--- config.mk ---
export PLATFORM = sky130hd
export DESIGN_NAME = rock_sequencer
export DESIGN_NICKNAME = d
export VERILOG_FILES = /design/src/rtl/rock_sequencer.sv
export SDC_FILE = /design/constraint.sdc
export NUM_CORES = 1
export LEC_CHECK = 0
export BUFFER_PORTS_ARGS = -buffer_cell sky130_fd_sc_hd__buf_2
export CORE_MARGIN = 4
export CORE_UTILIZATION = 38
export CTS_BUF_LIST = sky130_fd_sc_hd__clkbuf_4 sky130_fd_sc_hd__clkbuf_8 sky130_fd_sc_hd__clkbuf_16
export DETAILED_ROUTE_END_ITERATION = 6
export HOLD_SLACK_MARGIN = 0.05
export PLACE_DENSITY_LB_ADDON = 0.25
export SETUP_SLACK_MARGIN = 0.15
export SYNTH_ARGS = -nofsm -noshare
export SYNTH_HDL_FRONTEND = slang
export SYNTH_SLANG_ARGS = --single-unit
--- constraint.sdc ---
create_clock -name clk -period 4.63 [get_ports clk]
set_clock_uncertainty 0.1 [all_clocks]
set_input_delay 1.389 -clock clk [delete_from_list [all_inputs] [get_ports clk]]
set_output_delay 1.389 -clock clk [all_outputs]
set_load 0.1 [all_outputs]
--- src/rtl/rock_sequencer.sv ---
// Searches the rocking amplitude/frequency (A/F) for the lowest stress and holds it once the baby is calm.
// Define AVERAGE_EN to average four stress samples per measurement instead of one.
module rock_sequencer #(
  parameter int unsigned SETTLE_CYCLES = 16,
  parameter logic [8:0]  CALM_THR      = 9'd64
) (
  input  logic       clk,
  input  logic       reset,
  input  logic       start,
  input  logic [7:0] huilVolume,
  input  logic [7:0] hartRitme,
  output logic [3:0] A,
  output logic [3:0] F,
  output logic       busy,
  output logic       calm
);

  typedef enum logic [2:0] {IDLE, APPLY, SETTLE, MEASURE, DECIDE, CALM} state_t;

  localparam logic [7:0] SETTLE_LOAD = 8'(SETTLE_CYCLES - 1);

  state_t     state, state_nxt;
  logic [3:0] a_nxt, f_nxt;
  logic [3:0] best_a, best_f, best_a_nxt, best_f_nxt;
  logic [8:0] best, best_nxt, best_dec;
  logic [1:0] idx, idx_nxt;
  logic [7:0] cnt, cnt_nxt;
  logic [8:0] meas, meas_nxt;
  logic [8:0] stress;
  logic [3:0] cand_a, cand_f;
  logic       cand_ok;
`ifdef AVERAGE_EN
  logic [10:0] acc, acc_nxt, acc_sum;
`endif

  assign stress = {1'b0, huilVolume} + {1'b0, hartRitme};
  assign busy   = (state != IDLE);
  assign calm   = (state == CALM);

  // Trial order: F-1, A-1, F+1, A+1, always relative to the best setting.
  always_comb begin
    cand_a  = best_a;
    cand_f  = best_f;
    cand_ok = 1'b1;
    case (idx)
      2'd0: begin cand_f = best_f - 4'd1; cand_ok = (best_f != 4'd0);  end
      2'd1: begin cand_a = best_a - 4'd1; cand_ok = (best_a != 4'd0);  end
      2'd2: begin cand_f = best_f + 4'd1; cand_ok = (best_f != 4'd15); end
      default: begin cand_a = best_a + 4'd1; cand_ok = (best_a != 4'd15); end
    endcase
  end

  always_comb begin
    state_nxt  = state;
    a_nxt      = A;
    f_nxt      = F;
    best_a_nxt = best_a;
    best_f_nxt = best_f;
    best_nxt   = best;
    best_dec   = best;
    idx_nxt    = idx;
    cnt_nxt    = cnt;
    meas_nxt   = meas;
`ifdef AVERAGE_EN
    acc_nxt    = acc;
    acc_sum    = acc + {2'b00, stress};
`endif
    case (state)
      IDLE: begin
        if (start) begin
          state_nxt  = APPLY;
          best_nxt   = 9'h1FF;
          idx_nxt    = 2'd0;
          best_a_nxt = A;
          best_f_nxt = F;
        end
      end
      APPLY: begin
        if (cand_ok) begin
          a_nxt     = cand_a;
          f_nxt     = cand_f;
          cnt_nxt   = SETTLE_LOAD;
          state_nxt = SETTLE;
        end else begin
          idx_nxt = idx + 2'd1;
        end
      end
      SETTLE: begin
        if (cnt == 8'd0) begin
          state_nxt = MEASURE;
`ifdef AVERAGE_EN
          acc_nxt   = 11'd0;
`endif
        end else begin
          cnt_nxt = cnt - 8'd1;
        end
      end
      MEASURE: begin
`ifdef AVERAGE_EN
        // cnt is zero on entry and doubles as the sample index here.
        if (cnt[1:0] == 2'd3) begin
          meas_nxt  = 9'(acc_sum >> 2);
          state_nxt = DECIDE;
        end else begin
          acc_nxt = acc_sum;
          cnt_nxt = cnt + 8'd1;
        end
`else
        meas_nxt  = stress;
        state_nxt = DECIDE;
`endif
      end
      DECIDE: begin
        if (meas < best) begin
          best_nxt   = meas;
          best_dec   = meas;
          best_a_nxt = A;
          best_f_nxt = F;
          idx_nxt    = 2'd0;
        end else begin
          a_nxt   = best_a;
          f_nxt   = best_f;
          idx_nxt = idx + 2'd1;
        end
        if (best_dec <= CALM_THR) begin
          state_nxt = CALM;
          cnt_nxt   = SETTLE_LOAD;
        end else begin
          state_nxt = APPLY;
        end
      end
      CALM: begin
        if (cnt == 8'd0) begin
          if (stress > CALM_THR) begin
            best_nxt  = 9'h1FF;
            idx_nxt   = 2'd0;
            state_nxt = APPLY;
          end else begin
            cnt_nxt = SETTLE_LOAD;
          end
        end else begin
          cnt_nxt = cnt - 8'd1;
        end
      end
      default: state_nxt = IDLE;
    endcase
  end

  always_ff @(posedge clk or posedge reset) begin
    if (reset) begin
      state  <= IDLE;
      A      <= 4'd8;
      F      <= 4'd8;
      best_a <= 4'd8;
      best_f <= 4'd8;
      best   <= 9'h1FF;
      idx    <= 2'd0;
      cnt    <= 8'd0;
      meas   <= 9'd0;
`ifdef AVERAGE_EN
      acc    <= 11'd0;
`endif
    end else begin
      state  <= state_nxt;
      A      <= a_nxt;
      F      <= f_nxt;
      best_a <= best_a_nxt;
      best_f <= best_f_nxt;
      best   <= best_nxt;
      idx    <= idx_nxt;
      cnt    <= cnt_nxt;
      meas   <= meas_nxt;
`ifdef AVERAGE_EN
      acc    <= acc_nxt;
`endif
    end
  end

endmodule

==> results of run 1 <==
[routing by layer]
metal	share of wire, %	up-vias
met5	0	-
met4	0.91	0
met3	4.2	5
met2	46	53
met1	49	1150
li1	-	1187
[per-stage QoR]
stage	util, %	hold slack, ns	area, um^2	total power, mW
2_1_floorplan	-	0.3573	3052	1.905
3_3_place_gp	42.41	0.3912	3294	2.144
3_5_place_dp	42.41	0.3866	3294	2.180
4_1_cts	43.56	0.4007	3383	2.441
5_1_grt	43.56	0.4182	3383	2.622
6_report	43.56	0.3971	3383	2.419
[sequential cells by signal (all words and copies together) (netlist names)]
signal / flops
A: 4
F: 4
best: 9
best_a: 4
best_f: 4
cnt: 8
idx: 2
meas: 9
state: 3
[placed cells by master, fill, tap and decap left out, types with 13 or more instances in the layout]
cell,count
dfrtp_1,34
inv_1,31
buf_2,28
nor2_1,25
ha_1,24
nand2_1,23
o21ai_0,21
mux2_2,17
a21oi_1,14
dfstp_2,13
[logic make-up after synthesis]
logic type,after synthesis
compound gates,87
simple gates,84
buf+inv,38
mux,19
fa+ha+maj,27
xor+xnor,9
flops,47
[where the power goes]
part | internal [mW] | switching, mW | leakage [nW]
combinational | 0.519 | 0.827 | 1.00
sequential | 0.619 | 0.205 | 0.543
clock | 0.105 | 0.144 | 0.0402
[critical path: cells and delay by family]
| family | cells | cell delay (ns) |
|---|---|---|
| AO/OA/AOI/OAI | 4 | 0.90 |
| XOR/XNOR | 1 | 0.18 |
| adder cells (fa/ha/maj) | 2 | 0.63 |
| buffers and inverters | 1 | 0.10 |
| AND/OR/NAND/NOR | 2 | 0.54 |
[final cells by class]
type                    instances  area [um^2]  area share, %
repair buffers                 28        140.1          4.142
clock inverters                 3        20.02         0.5917
well taps                     102        127.6          3.772
clock buffers                   5        68.82          2.034
flip-flops and latches         47         1192          35.24
multi-input cells             226         1714          50.67
inverters                      32        120.1          3.550
[worst max-delay path by stage]
| stage | endpoint |
|---|---|
| 4_1_cts | best[2] |
| 2_1_floorplan | cnt[1] |
| 3_5_place_dp | best[5] |
| 6_report | best[7] |
| 5_1_grt | best[8] |
| 3_3_place_gp | best[8] |
==> impl_metrics.tcl, run 1 <==
set metrics [dict create \
    status "complete, no violations" \
    clock-root-buffer "clkbuf_8" \
    p_leak_nw 1.584 \
    core_area_um2 7767 \
    yosysSeqAreaShare_pct 39.07 \
    crit-reg2reg-launch "best[4]" \
    synth_top_area_share_pct 27.88 \
    syn_inst 311 \
    clock_latency_ns 0.30 \
    clkSlewWorstSetupHoldPaths_ns 0.09 \
    io_pins 29 \
    critPathMaxStageDelay_ns 0.41 \
    hold_path_class "register to register" \
    htreeDepth 2 \
    setup_viol 0 \
    initial_core_util_pct 39.29 \
    synth_top_family_by_area "compound AO/OA/AOI/OAI gates" \
    final_cells 443 \
    synth_top_area_cell "dfrtp_1" \
    start_kind "input port" \
    synth_area_leaders "dfrtp_1 (28%), dfstp_2 (11%), ha_1 (9.8%)" \
    use_met3_pct 2.369 \
    route.detailed.drc 0 \
    dp_hpwl_um 4712 \
    relSlewSlack_pct 33.64 \
    vdd_drop_max_uv 433.0 \
    grt_start_max_net_pins 48 \
    antennaDiodeCount 0 \
    grt_overflow_total 0 \
    cts.hold.buffers_added 0 \
    synth_xor_area_share_pct 2.583 \
    fin_tns_setup_ns 0 \
    arrival_ns 3.74 \
    clk_path_buf_depth 2 \
    rsz0062_at_grt "no" \
    end_kind "register" \
    die_h_um 97.62 \
    cts_resized 0 \
    critPathLaunch "huilVolume[0]" \
    ant_nets 0 \
    synthAdderAreaFrac_pct 11.81 \
    drt_pass1_iterations 4 \
    crit_required_ns 4.76 \
    powerDensity_nw_per_um2 715.1 \
    place.gp.congestion 0.8200 \
    grt_pass1_wl_um 10960 \
    path_cells "buf_2, ha_1, fa_1, a21o_1, a221oi_1, xnor2_1, o41a_1, nand4b_1, and3_1, a2bb2oi_1" \
    top_usage_layer "met2" \
    routedWlPerCell_um 14.19 \
    finalWirelength_um 6284 \
    r2r-end "cnt[1]" \
    row_count 32 \
    syn_to_final_growth_pct 10.86 \
    hold_viol_final 0 \
    layout_min_cycle_time_ns 3.615 \
    nets 386 \
    antenna_found_initial 0 \
    synth_edf_count 0 \
    synth.cells.most_frequent "dfrtp_1 (34), inv_1 (32), nor2_1 (25)" \
    synthArstFlopShare_pct 100.0 \
    numCtsBuffers 5 \
    synth.distinct_cells 55 \
    slowest_stage "fa_1" \
    first_iter_violations 143 \
    dp_cells 435 \
    place_ws_ns 0.6644 \
    synthSimpleGateAreaFrac_pct 13.49 \
    drive_gt1_share_pct 23.75 \
    syn_area_um2 3052 \
    drv_cap 0 \
    port_buffers 28 \
    worst-path-max-fanout 9 \
    layout_setup_ws_ns 1.015 \
    num_vias 2395 \
    grt_pass1_vias 2307 \
    whs_endpoint "cnt[0]" \
    tightest_slew_ns 0.9954 \
    min_from "cnt[0]" \
    r2r_cells 9 \
    r2r_setup_slack_ns 1.67 \
    use_met1_pct 19.03 \
    synth.avg_cell_area_um2 9.812 \
    synth.area.mux_share_pct 7.257 \
    grt.total_usage_pct 13.71 \
    dieArea_um2 9529 \
    slew_violations 0 \
    cts_setup_buffers 0 \
    synth_most_common_cell "dfrtp_1" \
    clock_sinks 47 \
    period_share_pct 78.08 \
    tritoncts "yes" \
    max_freq_mhz 276.6 \
    crit_type "input port to register" \
    synth.net_count 357 \
    hold-path-cell-count 1 \
    ys.flop_type "dfrtp_1" \
    fp.dieW_um 97.62 \
    synth-compound-area-share_pct 21.03 \
    yosys_warnings 0 \
    grt_use_met2_pct 22.09 \
    fillers 779 \
    yosys_register_bits 47 \
    vias_per_cell 5.406 \
]
No activity file was read; power rests on OpenSTA's default activity.
==> inputs of run 2 (changes only) <==
--- a/config.mk
+++ b/config.mk
@@ -5,6 +5,7 @@
 export SDC_FILE = /design/constraint.sdc
 export NUM_CORES = 1
 export LEC_CHECK = 0
+export ABC_AREA = 1
 export BUFFER_PORTS_ARGS = -buffer_cell sky130_fd_sc_hd__buf_2
 export CORE_MARGIN = 4
 export CORE_UTILIZATION = 38
==> constraint.sdc (replaced) <==
create_clock -name clk -period 3.3 [get_ports clk]
set_clock_uncertainty 0.1 [all_clocks]
set_input_delay 0.99 -clock clk [delete_from_list [all_inputs] [get_ports clk]]
set_output_delay 0.99 -clock clk [all_outputs]
set_load 0.1 [all_outputs]
==> run 2 against run 1 <==
Effect of this change:
- clock power rose by 46%
- first-iteration DRC count fell by 24%
- non-clock buffer count rose by 5
- highest routed layer unchanged
==> impl_metrics.tcl, run 2 <==
set metrics [dict create \
    yosys_warnings 0 \
    synthSimpleGateAreaFrac_pct 27.24 \
    synth.distinct_cells 44 \
    vdd_drop_max_uv 403.5 \
    relSlewSlack_pct 46.77 \
    nets 536 \
    htreeDepth 2 \
    clock_power_share_pct 9.0 \
    core_area_um2 8806 \
    synth-compound-area-share_pct 17.35 \
    numCtsBuffers 5 \
    p_switching_mw 2.158 \
    syn_to_final_growth_pct 10.86 \
    final_cell_mix "nand2_1 (114), inv_1 (56), nor2_1 (35), a21oi_1 (35), dfrtp_1 (34)" \
    seq_power_share_pct 27.4 \
    yosysSeqAreaShare_pct 34.38 \
    critical_path.top_delay_family "simple AND/OR/NAND/NOR gates" \
    critPathBufInv 1 \
    hold_path_class "register to register" \
    antennaDiodeCount 0 \
    initial_core_util_pct 39.39 \
    powerDensity_nw_per_um2 1045 \
    clock_latency_ns 0.31 \
    synth_edf_count 0 \
    crit_top_cell "nand2_1" \
    first_iter_violations 108 \
    routedWlPerCell_um 12.39 \
    worst-path-max-fanout 4 \
    synth_most_common_cell "nand2_1" \
    dp_hpwl_um 5669 \
    grt_pass1_vias 2982 \
    r2r-end "cnt[1]" \
    fin_tns_setup_ns 0 \
    critPathMaxStageDelay_ns 0.40 \
    synth_top_family_by_area "simple AND/OR/NAND/NOR gates" \
    r2r_cells 15 \
    tritoncts "yes" \
    grt.total_usage_pct 14.26 \
    crit_required_ns 3.38 \
    fp.dieW_um 103.5 \
    cts_setup_buffers 0 \
    ant_nets 0 \
    period_share_pct 86.63 \
    grt_start_max_net_pins 39 \
    synth.net_count 505 \
    synthArstFlopShare_pct 100.0 \
    cts.hold.buffers_added 0 \
    clock_sinks 47 \
    slew_violations 0 \
    arrival_ns 2.94 \
    crit_type "input port to register" \
    p_sw_share_pct 53.71 \
    synth_top_area_share_pct 24.53 \
    layout_min_cycle_time_ns 2.859 \
    antenna_found_initial 0 \
    synth_xor_area_share_pct 2.525 \
    cp-endpoint "idx[0]" \
    drt_pass1_iterations 4 \
    grt_overflow_total 0 \
    power_mw 4.017 \
    row_count 34 \
    num_vias 3052 \
    final_common_cell "nand2_1" \
    p_int_mw 1.860 \
    slowest_stage "fa_1" \
    clk_path_buf_depth 2 \
    synthAdderAreaFrac_pct 10.39 \
    rsz0062_at_grt "no" \
    crit-reg2reg-launch "best[8]" \
    synth.area.mux_share_pct 0.3247 \
    finalWirelength_um 7421 \
    port_buffers 28 \
    syn_area_um2 3468 \
    synth_top_area_cell "dfrtp_1" \
    yosys_register_bits 47 \
    fillers 861 \
    combPwrFrac_pct 63.5 \
    design_area_um2 3845 \
    synth_area_leaders "dfrtp_1 (25%), nand2_1 (12%), dfstp_2 (9.8%)" \
    drv_cap 0 \
    place.gp.congestion 0.8293 \
    reg_top3 "best x9, meas x9, cnt x8" \
    setup_viol 0 \
    grt_pass1_wl_um 13250 \
    io_pins 29 \
    dieArea_um2 10720 \
    synth.avg_cell_area_um2 7.556 \
    path_cells "buf_2, ha_1, fa_1, nand3_1, nand2_1, a21boi_1, xor2_1, nand2_1, nand3_1, nand4_1, nand2_1, o21ai_0" \
    status "complete, no violations" \
    route.detailed.drc 0 \
    synth.cells.most_frequent "nand2_1 (114), inv_1 (57), a21oi_1 (35), nor2_1 (35), dfrtp_1 (34)" \
    clkSlewWorstSetupHoldPaths_ns 0.09 \
    r2r_setup_slack_ns 0.52 \
    end_kind "register" \
    tightest_slew_ns 0.7972 \
    start_kind "input port" \
    vias_per_cell 5.095 \
    drive_gt1_share_pct 15.27 \
    path_depth 12 \
    ys.flop_type "dfrtp_1" \
    dpl_cell_area_um2 3745 \
    final_core_util_pct 43.66 \
    hold_viol_final 0 \
    max_freq_mhz 349.8 \
    clock-root-buffer "clkbuf_8" \
    critPathLaunch "huilVolume[0]" \
    syn_inst 459 \
    p_leak_nw 1.906 \
    die_h_um 103.5 \
]
-- run 2: cell types whose count changed after synthesis, sizes merged, moves of 6 or more --
cell     delta
inv        +27
a21oi      +23
nand2      +95
o21ai      +15
nand3      +17
a2bb2oi     -9
a22oi       +6
mux2       -18
nor2       +11
nand4      +15
a21o        -6
and3        -6
-- run 2: final cells by class --
type	instances	area (um^2)	area share, %
clock buffers	5	68.82	1.790
well taps	108	135.1	3.514
flip-flops and latches	47	1192	31.01
clock inverters	3	23.77	0.6183
repair buffers	33	190.2	4.946
inverters	59	221.5	5.760
multi-input cells	344	2013	52.36
-- run 2: through the flow --
| step | cells | setup slack, ns | hold WS, ns |
|---|---|---|---|
| floorplan | 459 | 0.3404 | 0.3419 |
| global placement | 591 | 0.1113 | 0.3565 |
| detailed placement | 591 | 0.05198 | 0.3607 |
| CTS | 599 | 0.3775 | 0.3822 |
| global route | 599 | 0.2123 | 0.3940 |
| finish | 599 | 0.4412 | 0.3794 |
-- run 2: cell families (layout without fill, tap and decap cells) --
family | after synthesis | count (layout)
flip-flops | 47 | 47
multiplexers | 1 | 1
AND/OR/NAND/NOR | 205 | 205
buffers and inverters | 68 | 100
XOR/XNOR | 10 | 10
adder cells (fa/ha/maj) | 27 | 27
AO/OA/AOI/OAI | 101 | 101
-- run 2: worst min-delay path by stage --
stage	slack, ns	end	depth (start not counted)	startpoint
floorplan	0.34	cnt[4]	2	cnt[4]
global placement	0.36	cnt[4]	2	cnt[4]
detailed placement	0.36	cnt[4]	2	cnt[4]
CTS	0.38	cnt[4]	2	cnt[4]
global route	0.39	best[7]	2	best[7]
finish	0.38	best[5]	2	best[5]
-- run 2: power groups by stage --
| stage | Combinational (mW) | Sequential (mW) | Clock (mW) |
|---|---|---|---|
| floorplan | 1.77 | 1.38 | 0 |
| global placement | 2.51 | 1.10 | 0 |
| CTS | 2.57 | 1.10 | 0.379 |
| global route | 2.89 | 1.14 | 0.398 |
| detailed placement | 2.56 | 1.11 | 0 |
| finish | 2.55 | 1.10 | 0.363 |
-- run 2: timing repair --
| action | CTS | global route |
|---|---|---|
| hold endpoints to repair | 0 | 0 |
| resized for setup | 0 | 1 |
| endpoints found under the setup margin | 0 | 1 |
-- run 2: worst min-delay path, delay by kind of cell (launching register included) --
family           cells  cell delay, ns
flip-flops           1            0.38
AO/OA/AOI/OAI        1            0.05
AND/OR/NAND/NOR      1            0.05
-- run 2: routing by layer --
metal | part of all wire, % | GRT usage (%)
met1 | 50 | 19.27
met2 | 46 | 24.07
met3 | 2.6 | 2.114
met4 | 0.70 | 3.609
met5 | 0 | 0
==> inputs of run 3 (changes only) <==
--- a/config.mk
+++ b/config.mk
@@ -9,9 +9,10 @@
 export BUFFER_PORTS_ARGS = -buffer_cell sky130_fd_sc_hd__buf_2
 export CORE_MARGIN = 4
 export CORE_UTILIZATION = 38
-export CTS_BUF_LIST = sky130_fd_sc_hd__clkbuf_4 sky130_fd_sc_hd__clkbuf_8 sky130_fd_sc_hd__clkbuf_16
+export CTS_BUF_LIST = sky130_fd_sc_hd__clkbuf_4 sky130_fd_sc_hd__clkbuf_8
 export DETAILED_ROUTE_END_ITERATION = 6
 export HOLD_SLACK_MARGIN = 0.05
+export MAX_ROUTING_LAYER = met4
 export PLACE_DENSITY_LB_ADDON = 0.25
 export SETUP_SLACK_MARGIN = 0.15
 export SYNTH_ARGS = -nofsm -noshare
==> run 3 against run 2 <==
Effect of this change:
- power is essentially flat
- combinational power is essentially flat
- sequential cell count is the same
- sequential share of layout area is the same
- final cell count is the same
- largest cell class unchanged
- largest power group unchanged
- highest routed layer unchanged
==> impl_metrics.tcl, run 3 (synthesis results as in run 2) <==
set metrics [dict create \
    numCtsBuffers 5 \
    reg_top3 "best x9, meas x9, cnt x8" \
    start_kind "input port" \
    drv_cap 0 \
    clock_sinks 47 \
    tightest_slew_ns 0.7993 \
    slowest_stage "fa_1" \
    design_area_um2 3845 \
    arrival_ns 2.97 \
    clock-root-buffer "clkbuf_8" \
    status "complete, no violations" \
    path_cells "buf_2, ha_1, fa_1, nand3_1, nand2_1, a21boi_1, xor2_1, nand2_1, nand3_1, nand4_1, nand2_1, o21ai_0" \
    final_common_cell "nand2_1" \
    cts_resized 0 \
    critPathMaxStageDelay_ns 0.40 \
    fp.dieW_um 103.5 \
    layout_min_cycle_time_ns 2.886 \
    crit_type "input port to register" \
    p_leak_nw 1.906 \
    dp_hpwl_um 5669 \
    htreeDepth 2 \
    io_pins 29 \
    clk_path_buf_depth 2 \
    initial_core_util_pct 39.39 \
    clock_power_share_pct 9.0 \
    rsz0062_at_grt "no" \
    setup_viol 0 \
    p_int_mw 1.860 \
    finalWirelength_um 7414 \
    hold_path_class "register to register" \
    core_area_um2 8806 \
    fin_tns_setup_ns 0 \
    grt_pass1_wl_um 13250 \
    crit_top_cell "nand2_1" \
    cts.hold.buffers_added 0 \
    period_share_pct 87.46 \
    num_vias 3038 \
    crit_required_ns 3.38 \
    antennaDiodeCount 0 \
    route.detailed.drc 0 \
    dieArea_um2 10720 \
    routedWlPerCell_um 12.38 \
    grt_start_max_net_pins 39 \
    final_cell_mix "nand2_1 (114), inv_1 (56), nor2_1 (35), a21oi_1 (35), dfrtp_1 (34)" \
    slew_violations 0 \
    max_freq_mhz 346.5 \
    seq_power_share_pct 27.4 \
    die_h_um 103.5 \
    port_buffers 28 \
    drive_gt1_share_pct 15.27 \
    place.gp.congestion 0.8419 \
    antenna_found_initial 0 \
    row_count 34 \
    final_core_util_pct 43.66 \
    vias_per_cell 5.072 \
    p_sw_share_pct 53.71 \
    combPwrFrac_pct 63.6 \
    vdd_drop_max_uv 403.6 \
    relSlewSlack_pct 46.64 \
    grt_pass1_vias 2987 \
    grt_overflow_total 0 \
    first_iter_violations 123 \
    hold_viol_final 0 \
    ant_nets 0 \
    cts_setup_buffers 0 \
    dpl_cell_area_um2 3745 \
    end_kind "register" \
    clock_latency_ns 0.31 \
    fillers 861 \
    syn_to_final_growth_pct 10.86 \
    clkSlewWorstSetupHoldPaths_ns 0.09 \
    p_switching_mw 2.158 \
    worst-path-max-fanout 4 \
    tritoncts "yes" \
    powerDensity_nw_per_um2 1045 \
    nets 536 \
    drt_pass1_iterations 4 \
    grt.total_usage_pct 14.67 \
]
## run 3: cell counts in the layout (fill, tap and decap cells not counted)
Identical to the previous run, type by type.
## run 3: worst paths after layout
path	startpoint	endpoint	slack (ns)	depth (start not counted)
max	huilVolume[0]	idx[0]	0.41	12
min	best[5]	best[5]	0.38	2
max reg2reg	best[8]	cnt[1]	0.51	15
min reg2reg	best[5]	best[5]	0.38	2
max in group asynchronous	reset	best[5]	1.64	3
min in group asynchronous	reset	A[2]	0.73	2
## run 3: area by class of cell
type                       instances  area [um^2]  share of cell area, %
multi-input combinational        344         2013                  52.36
sequential                        47         1192                  31.01
inverter                          59        221.5                  5.760
timing repair buffer              33        190.2                  4.946
tap                              108        135.1                  3.514
clock buffer                       5        68.82                  1.790
clock inverter                     3        23.77                 0.6183
## run 3: critical path, delay by kind of cell
family                   cells  cell delay [ns]
AO/OA/AOI/OAI                2             0.25
AND/OR/NAND/NOR              6             0.82
adder cells (fa/ha/maj)      2             0.62
XOR/XNOR                     1             0.19
buffers and inverters        1             0.10
## run 3: stage by stage
step                      hold WS, ns  setup WS [ns]  power, mW  cells
after floorplan                0.3419         0.3404      3.147    459
after detailed placement       0.3607        0.05198      3.667    591
after CTS                      0.3822         0.3775      4.049    599
after global placement         0.3565         0.1113      3.614    591
after global routing           0.3940         0.2122      4.423    599
final                          0.3791         0.4139      4.018    599
## run 3: power groups by stage
| stage | clock network [mW] | logic, mW | registers [mW] |
|---|---|---|---|
| after floorplan | 0 | 1.77 | 1.38 |
| after global placement | 0 | 2.51 | 1.10 |
| after detailed placement | 0 | 2.56 | 1.11 |
| after CTS | 0.379 | 2.57 | 1.10 |
| after global routing | 0.398 | 2.89 | 1.14 |
| final | 0.363 | 2.55 | 1.10 |
## run 3: layer usage
metal / up-vias / routed length [um] / GRT usage, % / part of all wire [%]
li1: 1597 / - / - / -
met1: 1399 / 3734 / 19.23 / 50
met2: 35 / 3397 / 24.11 / 46
met3: 7 / 200 / 2.114 / 2.7
met4: 0 / 82 / 3.609 / 1.1
met5: - / 0 / - / 0
